## src/rtl/tq_itq_sched.sv

```systemverilog
// ---------------------------------------------------------------------------
// tq_itq_sched
//   Macroblock scheduler for the shared inverse quantisation / IDCT datapath.
//   It accepts the 24 quantised 4x4 blocks of one macroblock (16 luma, then
//   8 chroma AC) and picks the luma or chroma QP for each block. A registered
//   stage 1 (S1) drives the combinational datapath. Stage 2 (S2) captures the
//   datapath result. Residuals are returned in order, with the block index and
//   end-of-macroblock markers.
//
// Ports
//   clk_i, rst_i           clock, asynchronous active-high reset
//   mb_start_i             opens a macroblock (honoured only in IDLE)
//   qp_y_i, qp_c_i         luma / chroma QP, latched on an honoured start
//   in_valid_i/in_ready_o  input block handshake, in_coef_i = 16 x 15-bit
//   dp_coef_o, dp_qp_o     block and QP presented to the datapath (from S1)
//   dp_res_i               datapath result, combinational from dp_*
//   out_valid_o/out_ready_i output residual handshake
//   out_res_o, out_idx_o   residual block and its index
//   out_last_o             marks block NUM_BLK-1
//   mb_done_o              one-cycle pulse after the last output handshake
//   busy_o                 high whenever not IDLE
//
// Configuration
//   TQ_ZERO_SKIP_EN: all-zero blocks bypass the datapath. dp_coef_o keeps its
//   previous value and S2 loads zeros. Output values and timing are unchanged.
// ---------------------------------------------------------------------------
module tq_itq_sched #(
  parameter int NUM_BLK  = 24,
  parameter int LUMA_BLK = 16
) (
  input  logic         clk_i,
  input  logic         rst_i,
  input  logic         mb_start_i,
  input  logic [5:0]   qp_y_i,
  input  logic [5:0]   qp_c_i,
  input  logic         in_valid_i,
  output logic         in_ready_o,
  input  logic [239:0] in_coef_i,
  output logic [239:0] dp_coef_o,
  output logic [5:0]   dp_qp_o,
  input  logic [239:0] dp_res_i,
  output logic         out_valid_o,
  input  logic         out_ready_i,
  output logic [239:0] out_res_o,
  output logic [4:0]   out_idx_o,
  output logic         out_last_o,
  output logic         mb_done_o,
  output logic         busy_o
);

  typedef enum logic [1:0] {
    IDLE  = 2'd0,
    RUN   = 2'd1,
    DRAIN = 2'd2
  } state_t;

  state_t       state, state_nxt;
  logic [4:0]   acc_cnt;
  logic [5:0]   qp_y, qp_c;
  logic         mb_done;

  logic         s1_valid;
  logic [239:0] s1_coef;
  logic [4:0]   s1_idx;
  logic [5:0]   s1_qp;
  logic         s2_valid;
  logic [239:0] s2_res;
  logic [4:0]   s2_idx;

  logic         s1_adv, s2_adv, accept, last_hs;

`ifdef TQ_ZERO_SKIP_EN
  logic         s1_zero;
  logic         in_zero;
  assign in_zero = (in_coef_i == 240'd0);
`endif

  // Pipeline moves whenever the stage ahead is empty or draining.
  assign s2_adv   = !s2_valid || out_ready_i;
  assign s1_adv   = !s1_valid || s2_adv;
  assign in_ready_o = (state == RUN) && (acc_cnt < 5'(NUM_BLK)) && s1_adv;
  assign accept   = in_valid_i && in_ready_o;
  assign last_hs  = s2_valid && out_ready_i && out_last_o;

  assign dp_coef_o   = s1_coef;
  assign dp_qp_o     = s1_qp;
  assign out_valid_o = s2_valid;
  assign out_res_o   = s2_res;
  assign out_idx_o   = s2_idx;
  assign out_last_o  = s2_valid && (s2_idx == 5'(NUM_BLK - 1));
  assign mb_done_o   = mb_done;
  assign busy_o      = (state != IDLE);

  // State register.
  always_ff @(posedge clk_i or posedge rst_i) begin
    if (rst_i) state <= IDLE;
    else       state <= state_nxt;
  end

  // Next-state logic.
  always_comb begin
    state_nxt = state;
    case (state)
      IDLE: begin
        if (mb_start_i) state_nxt = RUN;
        else            state_nxt = IDLE;
      end
      RUN: begin
        if (accept && (acc_cnt == 5'(NUM_BLK - 1))) state_nxt = DRAIN;
        else                                        state_nxt = RUN;
      end
      DRAIN: begin
        if (last_hs) state_nxt = IDLE;
        else         state_nxt = DRAIN;
      end
      default: state_nxt = IDLE;
    endcase
  end

  // Macroblock control: QP latch, acceptance counter, done pulse.
  always_ff @(posedge clk_i or posedge rst_i) begin
    if (rst_i) begin
      qp_y    <= 6'd0;
      qp_c    <= 6'd0;
      acc_cnt <= 5'd0;
      mb_done <= 1'b0;
    end else begin
      mb_done <= (state == DRAIN) && last_hs;
      if ((state == IDLE) && mb_start_i) begin
        qp_y    <= qp_y_i;
        qp_c    <= qp_c_i;
        acc_cnt <= 5'd0;
      end else if (accept) begin
        acc_cnt <= acc_cnt + 5'd1;
      end
    end
  end

  // Stage 1: accepted block, its index and QP; feeds the datapath.
  always_ff @(posedge clk_i or posedge rst_i) begin
    if (rst_i) begin
      s1_valid <= 1'b0;
      s1_coef  <= 240'd0;
      s1_idx   <= 5'd0;
      s1_qp    <= 6'd0;
`ifdef TQ_ZERO_SKIP_EN
      s1_zero  <= 1'b0;
`endif
    end else if (s1_adv) begin
      s1_valid <= accept;
      if (accept) begin
        s1_idx <= acc_cnt;
        s1_qp  <= (acc_cnt < 5'(LUMA_BLK)) ? qp_y : qp_c;
`ifdef TQ_ZERO_SKIP_EN
        s1_zero <= in_zero;
        // Zero blocks leave the datapath input untouched.
        if (!in_zero) s1_coef <= in_coef_i;
`else
        s1_coef <= in_coef_i;
`endif
      end
    end
  end

  // Stage 2: datapath result held until the output handshake.
  always_ff @(posedge clk_i or posedge rst_i) begin
    if (rst_i) begin
      s2_valid <= 1'b0;
      s2_res   <= 240'd0;
      s2_idx   <= 5'd0;
    end else if (s2_adv) begin
      s2_valid <= s1_valid;
      if (s1_valid) begin
        s2_idx <= s1_idx;
`ifdef TQ_ZERO_SKIP_EN
        s2_res <= s1_zero ? 240'd0 : dp_res_i;
`else
        s2_res <= dp_res_i;
`endif
      end
    end
  end

endmodule

```

## config.mk

```make
export PLATFORM = sky130hd
export DESIGN_NAME = tq_itq_sched
export DESIGN_NICKNAME = d
export VERILOG_FILES = /design/src/rtl/tq_itq_sched.sv
export SDC_FILE = /design/constraint.sdc
export NUM_CORES = 1
export LEC_CHECK = 0
export CORE_AREA = 2 2 392 394
export CTS_BUF_LIST = sky130_fd_sc_hd__clkbuf_8
export DETAILED_ROUTE_END_ITERATION = 12
export DIE_AREA = 0 0 394 396
export HOLD_SLACK_MARGIN = 0.15
export SLEW_MARGIN = 20
export SYNTH_ARGS = -nofsm -noshare
export SYNTH_HDL_FRONTEND = slang
export SYNTH_SLANG_ARGS = --single-unit
```

## constraint.sdc

```tcl
create_clock -name clk_i -period 28.9 [get_ports clk_i]
set_input_delay 5.78 -clock clk_i [delete_from_list [all_inputs] [get_ports clk_i]]
set_output_delay 5.78 -clock clk_i [all_outputs]
set_load 0.05 [all_outputs]
```

==> impl_metrics.env <==
export IMPL_netSwitchingPower_mw=2.34
export IMPL_floorplan_initialDensity_pct=13.1
export IMPL_clock_path_buffers=3
export IMPL_cellInternalPower_mw=2.33
export IMPL_crit_reg2reg_capture="dp_coef_o[117]"
export IMPL_die_area_um2=156000
export IMPL_sequentialPowerShare_pct=26.6
export IMPL_cts_tree="done"
export IMPL_critical_path_max_fanout=4
export IMPL_path_clk_slew_ns=0.06
export IMPL_final_min_period_over_clock_period_pct=45.9
export IMPL_reg2reg_setup_slack_ns=25.06
export IMPL_synth_avg_cell_area_um2=12.0
export IMPL_max_cap_violations=0
export IMPL_layout_area_overhead_pct=71.8
export IMPL_drive_above_1_share_pct=15.8
export IMPL_finish_instance_area_um2=34000
export IMPL_timing_final_max_slew_violations=0
export IMPL_grt_ovfl_total=0
export IMPL_register_area_share_after_synthesis_pct=65.4
export IMPL_fp_row_count=143
export IMPL_postCtsHoldBufs=0
export IMPL_post_cts_buffers=0
export IMPL_instances_no_fill=4811
export IMPL_grt_first_pass_wirelength_um=157000
export IMPL_nets=3180
export IMPL_via_count=16800
export IMPL_drc=0
export IMPL_die_width_um=394
export IMPL_hold_depth=2
export IMPL_critPathArrivalTime_ns=7.48
export IMPL_sequential_cell_area_um2=13000
export IMPL_synth_top_flop_cell="sky130_fd_sc_hd__dfrtp_1"
export IMPL_leakage_component_of_the_power_nw=14.9
export IMPL_synth_area_um2=19800
export IMPL_setup_viol=0
export IMPL_numPortBuffers=992
export IMPL_io_pins=993
export IMPL_wire_per_inst_um=25.0
export IMPL_clock_sink_count=518
export IMPL_ctsHtreeMaxLevel=3
export IMPL_status="completed"
export IMPL_synth_cell_type_count=30
export IMPL_syn_num_nets=2154
export IMPL_timing_final_hold_violations=0
export IMPL_antenna_violations_before_repair=134
export IMPL_grt_max_degree=159
export IMPL_timing_setup_critical_path_class="input pin to output pin"
export IMPL_root_buffer="sky130_fd_sc_hd__clkbuf_8"
export IMPL_firstDrtPassIters=5
export IMPL_cts_buffers=104
export IMPL_die_height_um=396
export IMPL_drtIter0Drc=779
export IMPL_cts_resized=0
export IMPL_fill_cells=16300
export IMPL_dpl_instance_area_um2=31800
export IMPL_reg2reg_depth=6
export IMPL_dp_hpwl_um=97000
export IMPL_postSynthCellCount=1656
export IMPL_power_switching_share_pct=50.1
export IMPL_rsz_0062_raised_after_global_routing="no"
export IMPL_hp_class="flop to flop"
export IMPL_worst_reg2reg_path_startpoint="acc_cnt[4]"
export IMPL_postRouteAntennaNets=0
export IMPL_gp_routability_congestion=0.850
export IMPL_max_slew_margin_pct=25.5
export IMPL_tightestPinTransition_ns=1.12
export IMPL_post_drt_via_cell_ratio=3.49
export IMPL_detail_route_wirelength_um=120000
export IMPL_combPwrFrac_pct=55.9
export IMPL_finalSetupTns_ns=0
export IMPL_async_flop_share_pct=100
export IMPL_placed_cells=4605
export IMPL_timing_clock_skew_ns=0.0581
export IMPL_synth_edff_count=0
export IMPL_ir_worst_vdd_uv=53.6
export IMPL_multiInputGateArea_um2=6190
export IMPL_hold_path_end="dp_coef_o[13]"
export IMPL_holdCritStartpoint="dp_coef_o[13]"
export IMPL_grt_util_all_layers_pct=15.0
export IMPL_synth_ff_latch_count=518
export IMPL_power_share_clock_pct=17.5
export IMPL_critPathRequiredTime_ns=23.12
export IMPL_clock_fmax_ghz=0.0754
export IMPL_clk_insertion_delay_late_ns=0.78
export IMPL_sort_of_element_at_the_end_of_the_critical_path="output pin"
export IMPL_cellPowerDensity_nw_per_um2=137
export IMPL_grt_pass1_vias=17300
export IMPL_total_power_mw=4.67
export IMPL_synth_warnings=0
export IMPL_final_period_minus_worst_setup_slack_ns=13.26
export IMPL_area_of_the_core_um2=152000
export IMPL_critical_path_startpoint_type="input pin"
[cell families after synthesis]
group | synth area share, %
and+or+nand+nor | 14.8
xor gates and xnor gates | 0.0442
buffers and inverters | 3.37
adders and majority gates | 0.0632
AOI/OAI and AO/OA | 0.398
muxes | 15.9
DFF | 65.4
[stage by stage]
step	util, %	hold slack (ns)	setup slack, ns
after floorplan	-	0.446	8.65
after global placement	21.0	0.459	15.63
after detailed placement	21.0	0.461	15.66
after CTS	22.4	0.476	15.65
after global routing	22.4	0.498	15.59
final	22.5	0.472	15.64
[flip-flops by register name (all words and copies together), names as in the netlist]
name,cells
dp_coef_o,240
out_res_o,240
dp_qp_o,6
qp_c,6
qp_y,6
acc_cnt,5
out_idx_o,5
s1_idx,5
state,2
mb_done_o,1
out_valid_o,1
s1_valid,1
[power groups by stage]
stage | clock, mW | combinational (mW) | sequential, mW
6_report | 0.815 | 2.61 | 1.24
5_1_grt | 0.886 | 2.71 | 1.29
4_1_cts | 0.858 | 2.66 | 1.24
3_5_place_dp | 0 | 2.65 | 1.25
3_3_place_gp | 0 | 2.65 | 1.24
2_1_floorplan | 0 | 0.479 | 2.33
[layout by cell type (no fill, tap or decap), types with 2 or more instances in the layout]
cell type                         Yosys  final
sky130_fd_sc_hd__dfrtp_1            518    518
sky130_fd_sc_hd__mux2_4              50     50
sky130_fd_sc_hd__clkdlybuf4s50_1      0    992
sky130_fd_sc_hd__o31ai_1              2      2
sky130_fd_sc_hd__nand2_1            748    747
sky130_fd_sc_hd__clkinvlp_4           0      4
sky130_fd_sc_hd__nand4b_1             2      2
sky130_fd_sc_hd__nand2b_1             3      3
sky130_fd_sc_hd__o21ai_0              7      7
sky130_fd_sc_hd__bufinv_16            0      4
sky130_fd_sc_hd__nor2_1               7      7
sky130_fd_sc_hd__clkinv_2             0     17
sky130_fd_sc_hd__inv_1                3     31
sky130_fd_sc_hd__clkbuf_8             0    131
sky130_fd_sc_hd__inv_8                0      3
sky130_fd_sc_hd__mux2i_1              6      6
sky130_fd_sc_hd__o211ai_1             2      2
sky130_fd_sc_hd__diode_2              0     15
sky130_fd_sc_hd__clkinv_8             0      2
sky130_fd_sc_hd__mux2_2             207    207
sky130_fd_sc_hd__buf_4               15     13
[Yosys cell counts, types with 2 or more instances]
library cell | number | area (µm²)
sky130_fd_sc_hd__buf_2 | 33 | 165
sky130_fd_sc_hd__buf_4 | 15 | 113
sky130_fd_sc_hd__buf_6 | 31 | 349
sky130_fd_sc_hd__clkbuf_1 | 8 | 30.0
sky130_fd_sc_hd__dfrtp_1 | 518 | 13000
sky130_fd_sc_hd__inv_1 | 3 | 11.3
sky130_fd_sc_hd__mux2_2 | 207 | 2330
sky130_fd_sc_hd__mux2_4 | 50 | 751
sky130_fd_sc_hd__mux2i_1 | 6 | 60.1
sky130_fd_sc_hd__nand2_1 | 748 | 2810
sky130_fd_sc_hd__nand2b_1 | 3 | 18.8
sky130_fd_sc_hd__nand4b_1 | 2 | 17.5
sky130_fd_sc_hd__nor2_1 | 7 | 26.3
sky130_fd_sc_hd__o211ai_1 | 2 | 15.0
sky130_fd_sc_hd__o21ai_0 | 7 | 35.0
sky130_fd_sc_hd__o31ai_1 | 2 | 15.0
[cell type report]
type,instances,share of cell area [%]
clock buffers,131,5.30
inverters,3,0.0552
clock inverters,59,1.20
multi-input cells,1048,18.2
diodes,15,0.110
repair buffers,1007,29.6
well taps,2030,7.46
flip-flops and latches,518,38.1
[layer usage]
| layer | part of all wire (%) | vias to the layer above | GRT usage [%] | wire [µm] |
|---|---|---|---|---|
| li1 | - | 7371 | - | - |
| met1 | 36 | 8212 | 15.7 | 42900 |
| met2 | 48 | 850 | 25.2 | 58100 |
| met3 | 13 | 310 | 9.21 | 15700 |
| met4 | 2.8 | 32 | 3.41 | 3390 |
| met5 | 0.17 | - | 0 | 200 |
[worst max-delay path by stage]
stage	slack, ns	cells after the start	startpoint	to
6_report	15.64	4	out_ready_i	in_ready_o
5_1_grt	15.59	4	out_ready_i	in_ready_o
4_1_cts	15.65	4	out_ready_i	in_ready_o
3_5_place_dp	15.66	4	out_ready_i	in_ready_o
3_3_place_gp	15.63	4	out_ready_i	in_ready_o
2_1_floorplan	8.65	1	rst_i	acc_cnt[0]
[worst max-delay path: stages]
cell                              delay (ns)
sky130_fd_sc_hd__clkdlybuf4s50_1        0.52
sky130_fd_sc_hd__nand3b_1               0.20
sky130_fd_sc_hd__and3_1                 0.18
sky130_fd_sc_hd__clkdlybuf4s50_1        0.80
(Power assumes the default switching activity.)
